==> config.mk <==
export PLATFORM = sky130hd
export DESIGN_NAME = exe_mul_sequencer
export DESIGN_NICKNAME = d
export VERILOG_FILES = /design/src/rtl/exe_mul_sequencer.sv
export SDC_FILE = /design/constraint.sdc
export NUM_CORES = 1
export LEC_CHECK = 0
export ABC_AREA = 1
export BUFFER_PORTS_ARGS = -buffer_cell sky130_fd_sc_hd__buf_2
export CAP_MARGIN = 20
export CORE_MARGIN = 2
export CORE_UTILIZATION = 40
export DETAILED_ROUTE_END_ITERATION = 8
export PLACE_DENSITY = 0.61
export SETUP_SLACK_MARGIN = 0.15
export SKIP_LAST_GASP = 1
export SYNTH_ARGS = -nofsm -noshare
export SYNTH_HDL_FRONTEND = slang
export SYNTH_SLANG_ARGS = --single-unit
==> constraint.sdc <==
create_clock -name clk -period 12.65 [get_ports clk]
set_input_delay 2.53 -clock clk [delete_from_list [all_inputs] [get_ports clk]]
set_output_delay 2.53 -clock clk [all_outputs]
set_load 0.03 [all_outputs]
==> src/rtl/exe_mul_sequencer.sv <==
// Iterative shift-and-add multiplier for the EXE stage (MUL/MLA).
// It stalls the front of the pipeline while iterating and presents the product for one DONE cycle.
module exe_mul_sequencer #(
  parameter int EARLY_TERM = 1
) (
  input  logic        clk,
  input  logic        rst,
  input  logic        start,
  input  logic        accumulate,
  input  logic        S,
  input  logic [31:0] Val_Rn,
  input  logic [31:0] Val_Rm,
  input  logic [31:0] Val_Rs,
  input  logic [3:0]  Dest_IN,
  input  logic [3:0]  SR_IN,
  input  logic        flush,
  output logic        freeze,
  output logic        busy,
  output logic        done,
  output logic [31:0] MUL_result,
  output logic [3:0]  Dest,
  output logic [3:0]  status,
  output logic        status_en
);

  typedef enum logic [1:0] {
    IDLE = 2'd0,
    ITER = 2'd1,
    DONE = 2'd2
  } state_t;

  state_t      state_q, state_d;
  logic [31:0] mcand_q, mcand_d;
  logic [31:0] mplier_q, mplier_d;
  logic [31:0] acc_q, acc_d;
  logic [4:0]  count_q, count_d;
  logic [3:0]  dest_cap_q, dest_cap_d;
  logic [1:0]  cv_cap_q, cv_cap_d;
  logic        s_cap_q, s_cap_d;
  logic [31:0] result_q, result_d;
  logic [3:0]  dest_q, dest_d;
  logic [3:0]  status_q, status_d;
  logic [3:0]  final_status;
  logic        sr_nz_unused;

  // Only C and V are carried through; N and Z are regenerated from the product.
  assign sr_nz_unused = ^SR_IN[3:2];
  assign final_status = {acc_q[31], (acc_q == 32'd0), cv_cap_q};

  always_comb begin
    state_d    = state_q;
    mcand_d    = mcand_q;
    mplier_d   = mplier_q;
    acc_d      = acc_q;
    count_d    = count_q;
    dest_cap_d = dest_cap_q;
    cv_cap_d   = cv_cap_q;
    s_cap_d    = s_cap_q;
    result_d   = result_q;
    dest_d     = dest_q;
    status_d   = status_q;
    freeze     = 1'b0;
    busy       = 1'b0;
    done       = 1'b0;
    status_en  = 1'b0;
    MUL_result = result_q;
    Dest       = dest_q;
    status     = status_q;

    case (state_q)
      IDLE: begin
        if (start && !flush) begin
          mcand_d    = Val_Rm;
          mplier_d   = Val_Rs;
          acc_d      = accumulate ? Val_Rn : 32'd0;
          dest_cap_d = Dest_IN;
          cv_cap_d   = SR_IN[1:0];
          s_cap_d    = S;
          count_d    = 5'd0;
          freeze     = 1'b1;
          state_d    = ITER;
        end
      end
      ITER: begin
        busy   = 1'b1;
        freeze = !flush;
        if (flush) begin
          state_d = IDLE;
        end else begin
          acc_d    = acc_q + (mplier_q[0] ? mcand_q : 32'd0);
          mcand_d  = mcand_q << 1;
          mplier_d = mplier_q >> 1;
          count_d  = count_q + 5'd1;
          // Stop once no multiplier bits remain to be consumed.
          if ((count_q == 5'd31) || ((EARLY_TERM != 0) && (mplier_d == 32'd0))) begin
            state_d = DONE;
          end
        end
      end
      DONE: begin
        busy    = 1'b1;
        state_d = IDLE;
        if (!flush) begin
          done       = 1'b1;
          status_en  = s_cap_q;
          MUL_result = acc_q;
          Dest       = dest_cap_q;
          status     = final_status;
          result_d   = acc_q;
          dest_d     = dest_cap_q;
          status_d   = final_status;
        end
      end
      default: begin
        state_d = IDLE;
      end
    endcase

    // Registers are already cleared during reset; only the start path is combinational.
    if (rst) begin
      freeze = 1'b0;
    end
  end

  always_ff @(posedge clk or posedge rst) begin
    if (rst) begin
      state_q    <= IDLE;
      mcand_q    <= 32'd0;
      mplier_q   <= 32'd0;
      acc_q      <= 32'd0;
      count_q    <= 5'd0;
      dest_cap_q <= 4'd0;
      cv_cap_q   <= 2'd0;
      s_cap_q    <= 1'b0;
      result_q   <= 32'd0;
      dest_q     <= 4'd0;
      status_q   <= 4'd0;
    end else begin
      state_q    <= state_d;
      mcand_q    <= mcand_d;
      mplier_q   <= mplier_d;
      acc_q      <= acc_d;
      count_q    <= count_d;
      dest_cap_q <= dest_cap_d;
      cv_cap_q   <= cv_cap_d;
      s_cap_q    <= s_cap_d;
      result_q   <= result_d;
      dest_q     <= dest_d;
      status_q   <= status_d;
    end
  end

endmodule

==> metrics.yaml, run 1 <==
status:
  status: "finished clean"
clock_tree:
  post_cts_buffers: 0
  clk_latency_ns: 0.43
  htree_levels: 4
  cts_resized: 0
  cts_sinks: 150
  cts_hold_buffers: 0
  numCtsBuffers: 17
  cts_tree: "yes"
  cts_root_buf: "clkbuf_16"
  cts.reportedPaths.clkPinSlew_ns: 0.06
  clock_path_buffers: 2
finish:
  final_area_sq_mm: 0.01079
  final_cell_mix: "nand2_1, inv_1, buf_2"
  final_common_cell: "nand2_1"
  fin_util_pct: 47.65
  area_growth_pct: 16.67
  drive_gt1_share_pct: 14.21
  final_nets: 1591
  fillers: 2338
worst_setup_path:
  cp.depth: 8
  rr_startpoint: "state_q[1]$_DFFE_PP0P_"
  slowest_delay_ns: 0.64
  cp_top_family: "buffers and inverters"
  r2r-end: "mplier_q[30]$_DFFE_PP0P_"
  slowest_stage: "clkinv_1"
  start_kind: "input pin"
  cp.arrival_ns: 4.43
  cp_max_fo: 62
  r2r_cells: 12
  cp_common_cell: "buf_2"
  end_kind: "primary output"
  r2r_slack_ns: 8.66
  path_cells: "buf_2 > inv_2 > nand2_2 > buf_4 > clkinv_1 > o21bai_1 > inv_1 > buf_2"
  required_ns: 10.12
  crit_type: "input pin to primary output"
  worst-path-buf-inv: 6
yosys:
  syn_area_sq_mm: 0.009248
  synth_top_family_by_area: "simple AND/OR/NAND/NOR gates"
  synth_simple_gate_area_share_pct: 26.78
  synth_warnings: 0
  synthFlopType: "dfrtp_1"
  yosysSeqAreaShare_pct: 40.59
  synthAdderAreaFrac_pct: 5.087
  synth_xor_area_share_pct: 0.4735
  synth.distinct_cells: 35
  synthMuxAreaShare_pct: 0.7306
  synthTopCellsByArea: "dfrtp_1, nand2_1, inv_1"
  post-synth-top-area-cell: "dfrtp_1"
  avgSynthCellArea_sq_um: 7.006
  netlist.area_leader.share_pct: 40.59
  synth_edf_count: 0
  synth_compound_area_share_pct: 14.75
  syn_nets: 1467
  postSynthCellCount: 1320
  synthArstFlopShare_pct: 100.0
  yosys_register_bits: 150
hold_path:
  hold_depth: 2
  worstHoldStart: "result_q[15]$_DFF_PP0_"
  worstHoldEndpoint: "result_q[15]$_DFF_PP0_"
  hold_path_class: "flip-flop to flip-flop"
floorplanning:
  die_height_um: 156.1
  io_pins: 154
  rows: 55
  initial_core_util_pct: 40.85
  fp.dieW_um: 156.1
  dieArea_sq_mm: 0.02435
  core_area_sq_mm: 0.02264
detailed_routing:
  wl_per_cell_um: 14.62
  drtPass1Iterations: 5
  final_antenna_net_count: 0
  post-route-drc-count: 0
  vias: 8544
  viasPerCell: 4.899
  wl_um: 25500
  drtIter0Drc: 621
pwr:
  p_leak_nw: 5.953
  power_density_mw_per_mm2: 333.3
  vdd_ir_drop_max_mv: 0.1151
sta:
  rsz0062_at_grt: "false"
  setup_viol: 0
  fmax_mhz: 143.6
  fin_crit_sh_pct: 55.04
  totalNegativeSetupSlack_ns: 0
  layout_min_cycle_time_ns: 6.962
  maxSlewHeadroom_pct: 29.83
  fin_skew_ns: 0.01451
  finalHoldViolCount: 0
  slew_viol_final: 0
  tightest_slew_ns: 1.052
run:
  cap_violations: 0
global_route:
  grt.total_usage_pct: 21.49
  grt_pass1_vias: 7973
  grt_overflow: 0
  grt_max_degree: 96
  grt_pass1_wl_um: 40960
  antenna_found_initial: 6
placed_design:
  portBuffers: 151
  gp_congestion: 0.9369
  dpl-instance-area_sq_mm: 0.01014
  dp_hpwl_um: 18900
## logic make-up after synthesis
group,Yosys count
flip-flops,150
multiplexers,6
AO/OA/AOI/OAI,237
buffers and inverters,263
adder cells (fa/ha/maj),37
XOR/XNOR,5
AND/OR/NAND/NOR,622
## worst max path at each step
stage,to,slack [ns],startpoint
6_report,MUL_result[23],5.69,flush
2_1_floorplan,acc_q[0]$_DFFE_PP0P_,6.08,rst
4_1_cts,MUL_result[23],5.62,flush
5_1_grt,MUL_result[23],5.43,flush
3_5_place_dp,MUL_result[23],5.64,flush
3_3_place_gp,MUL_result[23],5.63,flush
## tightest hold or removal path, cell delays in order (launching register included)
cell     delay, ns
dfrtp_1       0.32
nand2_1       0.05
nand2_1       0.07
## where the power goes
group / switching (W) / internal [W] / total (W) / leakage (nW)
registers: 0.000171 / 0.000720 / 0.000892 / 1.80
clock network: 0.000234 / 0.000320 / 0.000554 / 0.307
logic: 0.00145 / 0.000696 / 0.00215 / 3.85
## final cells by class
class,count,area (sq um),area share (%)
Clock buffer,17,425.4,3.943
Inverter,211,799.5,7.410
Sequential cell,150,3754,34.79
Clock inverter,15,203.9,1.890
Multi-Input combinational cell,907,4437,41.12
Timing Repair Buffer,157,808.3,7.492
Tap cell,285,356.6,3.305
Antenna cell,2,5.005,0.04639
## metrics by stage
step,instances,hold WS (ns),total power [W],setup slack [ns]
CTS,1741,0.4720,0.003601,5.624
floorplan,1320,0.4722,0.002542,6.084
detailed placement,1709,0.4567,0.003039,5.639
global route,1742,0.4845,0.003957,5.432
global placement,1709,0.4567,0.003007,5.626
finish,1744,0.4714,0.003596,5.688
## flip-flops by register name, indices dropped and copies added (netlist names)
signal      cells
acc_q          32
count_q         5
status_q        4
s_cap_q         1
result_q       32
dest_cap_q      4
state_q         2
mplier_q       32
dest_q          4
cv_cap_q        2
mcand_q        32
## cell usage after synthesis (2+ instances only)
cell type  count
a32o_1         2
nand3_1       49
buf_1          3
mux2_2         6
o21ai_0       35
o21bai_1       4
a21oi_1       87
inv_1        205
o211ai_1      30
inv_2          5
nor4_1         5
nand2_1      443
buf_6          8
nand4_1       15
a31oi_1       32
buf_2         11
nor2_1        99
clkbuf_1      27
xor2_1         5
nor3_1         5
dfrtp_1      150
o21ai_1       31
nand3b_1       3
ha_1          36
a22oi_1       12
buf_4          3
## layer usage
metal / global-route usage, % / share of wire [%] / vias up
li1: - / - / 4474
met1: 31.66 / 51 / 3841
met2: 31.69 / 42 / 196
met3: 5.000 / 5.9 / 27
met4: 5.636 / 1.2 / 6
met5: 0 / 0.16 / -
Power figures use the tool's default switching activity.
==> inputs of run 2 (changes only) <==
ABC_AREA = 0   (was 1)
clock period = 7.3 ns   (was 12.65 ns; I/O delays follow)
==> run 2 against run 1 <==
Effect of this change:
- final area fell by 5.7%
- final cell count fell by 21%
- clock power rose by 63%
- synthesized area fell by 6.7%
==> metrics.yaml, run 2 <==
sta:
  layout_min_cycle_time_ns: 4.760
  fmax_mhz: 210.1
  finalHoldViolCount: 0  # unchanged
  slew_viol_final: 0  # unchanged
  totalNegativeSetupSlack_ns: 0  # unchanged
  tightest_slew_ns: 0.9175  # -0.1350 ns
  fin_skew_ns: 0.009748  # -0.004758 ns
  maxSlewHeadroom_pct: 38.84  # +9.0 points
  fin_crit_sh_pct: 65.21
  rsz0062_at_grt: "false"
  setup_viol: 0  # unchanged
yosys:
  syn_nets: 1116  # -24%
  yosysSeqAreaShare_pct: 43.52  # +2.9 points
  synthFlopType: "dfrtp_1"
  netlist.area_leader.share_pct: 43.52  # +2.9 points
  post-synth-top-area-cell: "dfrtp_1"
  avgSynthCellArea_sq_um: 8.902  # +27%
  synth.distinct_cells: 60  # +71%
  synth_most_common_cell: "nand2_1"
  synthTopCellsByArea: "dfrtp_1, nand2_1, mux2i_1"
  synth_commonest_cells: "nand2_1, dfrtp_1, o21ai_0"
  yosys_register_bits: 150  # unchanged
  synthArstFlopShare_pct: 100.0  # unchanged
  synth_edf_count: 0  # unchanged
  synth_warnings: 0  # unchanged
  syn_area_sq_mm: 0.008626  # -6.7%
  postSynthCellCount: 969  # -27%
detailed_routing:
  drtIter0Drc: 416  # -33%
  post-route-drc-count: 0  # unchanged
  wl_um: 23280  # -8.7%
  drtPass1Iterations: 6  # +1
  vias: 7276  # -15%
  wl_per_cell_um: 16.90  # +16%
  final_antenna_net_count: 0  # unchanged
  viasPerCell: 5.280  # +7.8%
finish:
  seqCellArea_sq_mm: 0.003754  # unchanged
  final_cell_mix: "nand2_1, buf_2, dfrtp_1"
  final_common_cell: "nand2_1"
  drive_gt1_share_pct: 19.53  # +5.3 points
  fin_util_pct: 48.24  # +0.59 points
  final_nets: 1236  # -22%
  fillers: 2089  # -11%
  multi_input_area_sq_mm: 0.004618  # +4.1%
  area_growth_pct: 17.94
global_route:
  grt.total_usage_pct: 21.19  # -0.30 points
  grt_pass1_wl_um: 37610  # -8.2%
  antenna_found_initial: 6  # unchanged
  grt_max_degree: 98  # +2.1%
  grt_pass1_vias: 7092  # -11%
  grt_overflow: 0  # unchanged
clock_tree:
  cts.reportedPaths.clkPinSlew_ns: 0.07  # about the same
  numCtsBuffers: 17  # unchanged
  clock_path_buffers: 2  # unchanged
  htree_levels: 4  # unchanged
  cts_tree: "yes"
  cts_resized: 0  # unchanged
  cts_hold_buffers: 0  # unchanged
  cts_root_buf: "clkbuf_16"
  cts_sinks: 150  # unchanged
  post_cts_buffers: 0  # unchanged
  clk_latency_ns: 0.43  # about the same
worst_setup_path:
  slowest_delay_ns: 0.46  # -0.18 ns
  slowest_stage: "nand2b_2"
  rr_startpoint: "mplier_q[0]$_DFFE_PP0P_"
  r2r_slack_ns: 3.88  # -4.78 ns
  start_kind: "input pin"
  cp.arrival_ns: 3.30  # -1.13 ns
  end_kind: "primary output"
  crit_start: "flush"
  crit_type: "input pin to primary output"
  required_ns: 5.84  # -4.28 ns
  path_cells: "buf_2 > nand2b_2 > buf_4 > inv_1 > buf_4 > nand2_1 > nand2_1 > buf_2"
  cp_max_fo: 40  # -35%
floorplanning:
  initial_core_util_pct: 40.90  # +0.059 points
  core_area_sq_mm: 0.02109  # -6.9%
  die_height_um: 150.9  # -3.3%
  fp.dieW_um: 150.9  # -3.3%
  io_pins: 154  # unchanged
  rows: 53  # -3.6%
  dieArea_sq_mm: 0.02276  # -6.6%
placed_design:
  portBuffers: 151  # unchanged
  dp_hpwl_um: 16610  # -12%
  gp_congestion: 0.9207  # -1.7%
pwr:
  vdd_ir_drop_max_mv: 0.1952  # +70%
  p_leak_nw: 4.912  # -17%
  power_density_mw_per_mm2: 470.3  # +41%
status:
  status: "finished clean"
hold_path:
  worstHoldStart: "dest_q[3]$_DFF_PP0_"
  hold_path_class: "flip-flop to flip-flop"
run:
  cap_violations: 0  # unchanged
==> run 2: metal layers <==
layer | track usage, % | part of all wire, %
met1 | 29.30 | 48
met4 | 5.514 | 0.87
met3 | 5.181 | 4.9
met5 | 0 | 0.10
met2 | 33.41 | 47
==> run 2: kinds of logic after synthesis <==
| kind of cell | synth area share [%] |
|---|---|
| xor+xnor | 2.640 |
| simple gates | 20.02 |
| fa+ha+maj | 5.454 |
| flops | 43.52 |
| buf+inv | 3.206 |
| compound gates | 16.71 |
| mux | 8.457 |
==> run 2: power breakdown <==
part           switching (W)  internal, W
Sequential          0.000320      0.00121
Clock               0.000379     0.000525
Combinational        0.00147     0.000885
==> run 2: worst paths after layout <==
check,cells past startpoint,end
worst min-delay path,2,dest_q[3]$_DFF_PP0_
min in group asynchronous,2,mplier_q[13]$_DFFE_PP0P_
worst max-delay path,8,status[3]
worst min register to register,2,dest_q[3]$_DFF_PP0_
worst max register to register,10,acc_q[24]$_DFFE_PP0P_
max in group asynchronous,3,status_q[2]$_DFF_PP0_
==> run 2: critical path, delay by kind of cell <==
family	cells	cell delay (ns)
buf+inv	5	1.11
simple gates	3	0.70
==> run 2: through the flow <==
step | hold WS [ns] | instances | setup WS, ns | instance area, sq um | power [W]
floorplan | 0.4453 | 969 | 1.804 | 8626 | 0.003290
global placement | 0.4509 | 1345 | 2.509 | 9574 | 0.003854
detailed placement | 0.4542 | 1345 | 2.488 | 9574 | 0.003901
CTS | 0.4719 | 1376 | 2.489 | 10170 | 0.004819
global route | 0.4893 | 1377 | 2.337 | 10170 | 0.005181
finish | 0.4644 | 1378 | 2.540 | 10170 | 0.004785
==> run 2: layout make-up <==
class / count / area share (%)
Tap cell: 275 / 3.382
Timing Repair Buffer: 158 / 7.945
Clock buffer: 19 / 4.452
Sequential cell: 150 / 36.90
Multi-Input combinational cell: 750 / 45.39
Clock inverter: 12 / 1.390
Antenna cell: 2 / 0.04919
Inverter: 12 / 0.4919
==> inputs of run 3 (changes only) <==
PLACE_DENSITY = 0.64   (was 0.61)
clock period = 4 ns   (was 7.3 ns; I/O delays follow)
==> run 3 against run 2 <==
Effect of this change:
- sequential share of layout area shrank 0.22 points
- critical path type is now flip-flop to flip-flop
- worst hold slack lost 0.10 ns
- sequential power grew 82%
- final cell count grew 0.65%
- critical endpoint is now acc_q[28]$_DFFE_PP0P_
- via count grew 1.2%
- largest power group unchanged
- setup slack lost 1.8 ns
- global-route usage shrank 0.27 points
==> metrics.yaml, run 3 (synthesis gave the netlist of run 2 again) <==
status:
  status: "finished clean"
clock_tree:
  cts.reportedPaths.clkPinSlew_ns: 0.07  # about the same
  numCtsBuffers: 17  # unchanged
  cts_root_buf: "clkbuf_16"
  clk_latency_ns: 0.43  # about the same
  cts_hold_buffers: 0  # unchanged
  clock_path_buffers: 2  # unchanged
  post_cts_buffers: 0  # unchanged
  cts_resized: 0  # unchanged
  cts_tree: "yes"
  cts_sinks: 150  # unchanged
  htree_levels: 4  # unchanged
worst_setup_path:
  crit_start: "mplier_q[0]$_DFFE_PP0P_"
  required_ns: 4.30  # -1.54 ns
  path_cells: "and2_1 > ha_1 > fa_1 > a21o_1 > a311oi_2 > nor2_1 > a21bo_2 > a31oi_1 > a211o_1 > nand3_1"
  cp_top_family: "compound AO/OA/AOI/OAI gates"
  worst-path-buf-inv: 0  # -5
  end_kind: "flip-flop"
  rr_startpoint: "mplier_q[0]$_DFFE_PP0P_"
  cp.arrival_ns: 3.54  # +0.24 ns
  slowest_delay_ns: 0.62  # +0.16 ns
  start_kind: "flip-flop"
  cp_max_fo: 25  # -38%
  crit_type: "flip-flop to flip-flop"
  slowest_stage: "dfrtp_1"
pwr:
  vdd_ir_drop_max_mv: 0.4161  # +110%
  p_leak_nw: 4.939  # +0.55%
  seqPwrFrac_pct: 32.1  # +0.2 points
  switching_power_w: 0.003994  # +84%
  combinationalPowerShare_pct: 49.6  # +0.4 points
  switching_share_pct: 45.91  # +0.62 points
  intPower_w: 0.004707  # +80%
  power_density_mw_per_mm2: 850.2  # +81%
  clkPwrFrac_pct: 18.4  # -0.5 points
detailed_routing:
  viasPerCell: 5.307  # +0.51%
  wl_um: 23220  # -0.29%
  final_antenna_net_count: 0  # unchanged
  post-route-drc-count: 0  # unchanged
  drtPass1Iterations: 5  # -1
  wl_per_cell_um: 16.74  # -0.93%
  vias: 7361  # +1.2%
  drtIter0Drc: 435  # +4.6%
sta:
  totalNegativeSetupSlack_ns: 0  # unchanged
  setup_viol: 0  # unchanged
  fmax_mhz: 308.9
  layout_min_cycle_time_ns: 3.237
  fin_crit_sh_pct: 80.93
  tightest_slew_ns: 1.045  # +0.1280 ns
  rsz0062_at_grt: "false"
  finalHoldViolCount: 0  # unchanged
  slew_viol_final: 0  # unchanged
  maxSlewHeadroom_pct: 30.30  # -8.5 points
  fin_ws_ns: 0.7629  # -1.777 ns
  fin_skew_ns: 0.01381  # +0.004066 ns
floorplanning:
  fp.dieW_um: 150.9  # unchanged
  dieArea_sq_mm: 0.02276  # unchanged
  die_height_um: 150.9  # unchanged
  core_area_sq_mm: 0.02109  # unchanged
  io_pins: 154  # unchanged
  rows: 53  # unchanged
  initial_core_util_pct: 40.90  # unchanged
finish:
  seqCellArea_sq_mm: 0.003754  # unchanged
  final_nets: 1242  # +0.49%
  fillers: 2072  # -0.81%
  final_common_cell: "nand2_1"
  multi_input_area_sq_mm: 0.004618  # unchanged
  drive_gt1_share_pct: 19.95  # +0.42 points
  final_cell_mix: "nand2_1, buf_2, dfrtp_1"
  area_growth_pct: 18.65
global_route:
  antenna_found_initial: 7  # +1
  grt_overflow: 0  # unchanged
  grt.total_usage_pct: 20.92  # -0.27 points
  grt_pass1_vias: 7018  # -1.0%
  grt_max_degree: 106  # +8.2%
  grt_pass1_wl_um: 37080  # -1.4%
placed_design:
  gp_congestion: 0.8852  # -3.9%
  portBuffers: 151  # unchanged
  place_ws_ns: 0.7685  # -1.719 ns
  dp_hpwl_um: 16630  # +0.17%
hold_path:
  hold_path_class: "input pin to asynchronous set/reset pin"
run:
  cap_violations: 0  # unchanged
run 3: changes by cell type in the layout (fill, tap and decap cells not counted):
cell	before	now
buf_12	0	3
buf_4	7	10
clkbuf_8	2	0
diode_2	2	4
inv_6	5	7
bufinv_16	2	1
clkbuf_1	0	1
clkinv_4	3	2
clkinvlp_4	2	3
inv_8	0	1
run 3: routing by layer:
layer | track usage, % | wire length [um] | part of all wire (%)
met5 | 0 | 32 | 0.14
met1 | 29.94 | 11280 | 49
met2 | 32.09 | 10320 | 44
met3 | 5.361 | 1311 | 5.6
met4 | 4.579 | 267 | 1.2
run 3: cell type report:
| cell class | instances | share of cell area, % |
|---|---|---|
| inverter | 12 | 0.4768 |
| antenna | 4 | 0.09780 |
| sequential | 150 | 36.67 |
| clock inverter | 14 | 1.369 |
| timing repair buffer | 164 | 8.704 |
| tap | 275 | 3.362 |
| clock buffer | 18 | 4.193 |
| multi-input combinational | 750 | 45.12 |
run 3: power groups by stage:
stage	logic, W	registers, W	clock network [W]
floorplan	0.00343	0.00258	0
global placement	0.00426	0.00279	0
detailed placement	0.00432	0.00282	0
CTS	0.00433	0.00279	0.00162
global route	0.00480	0.00289	0.00170
finish	0.00431	0.00279	0.00160
run 3: worst register-to-register path, cell delays in order (launching register included):
cell and delay, ns:
dfrtp_1 0.62, and2_1 0.27, ha_1 0.21, fa_1 0.42, a21o_1 0.24, a311oi_2 0.36
nor2_1 0.18, a21bo_2 0.23, a31oi_1 0.34, a211o_1 0.18, nand3_1 0.06
run 3: stage by stage:
stage                     util [%]  instances  hold slack [ns]  instance area (sq um)  total power, W
after floorplan                  -        969           0.4453                   8630        0.006005
after global placement       45.69       1350           0.4500                   9635        0.007049
after detailed placement     45.69       1350           0.4545                   9635        0.007131
after CTS                    48.39       1382           0.4719                  10200        0.008744
after global routing         48.49       1383           0.3706                  10220        0.009395
final                        48.53       1387           0.3644                  10230        0.008701
run 3: worst paths after layout:
kind	end	slack (ns)	cells after the start
min	mplier_q[14]$_DFFE_PP0P_	0.36	2
min reg2reg	result_q[16]$_DFF_PP0_	0.47	2
max	acc_q[28]$_DFFE_PP0P_	0.76	10
max reg2reg	acc_q[28]$_DFFE_PP0P_	0.76	10
min in group clk	result_q[16]$_DFF_PP0_	0.47	2
max in group asynchronous	acc_q[7]$_DFFE_PP0P_	3.00	3
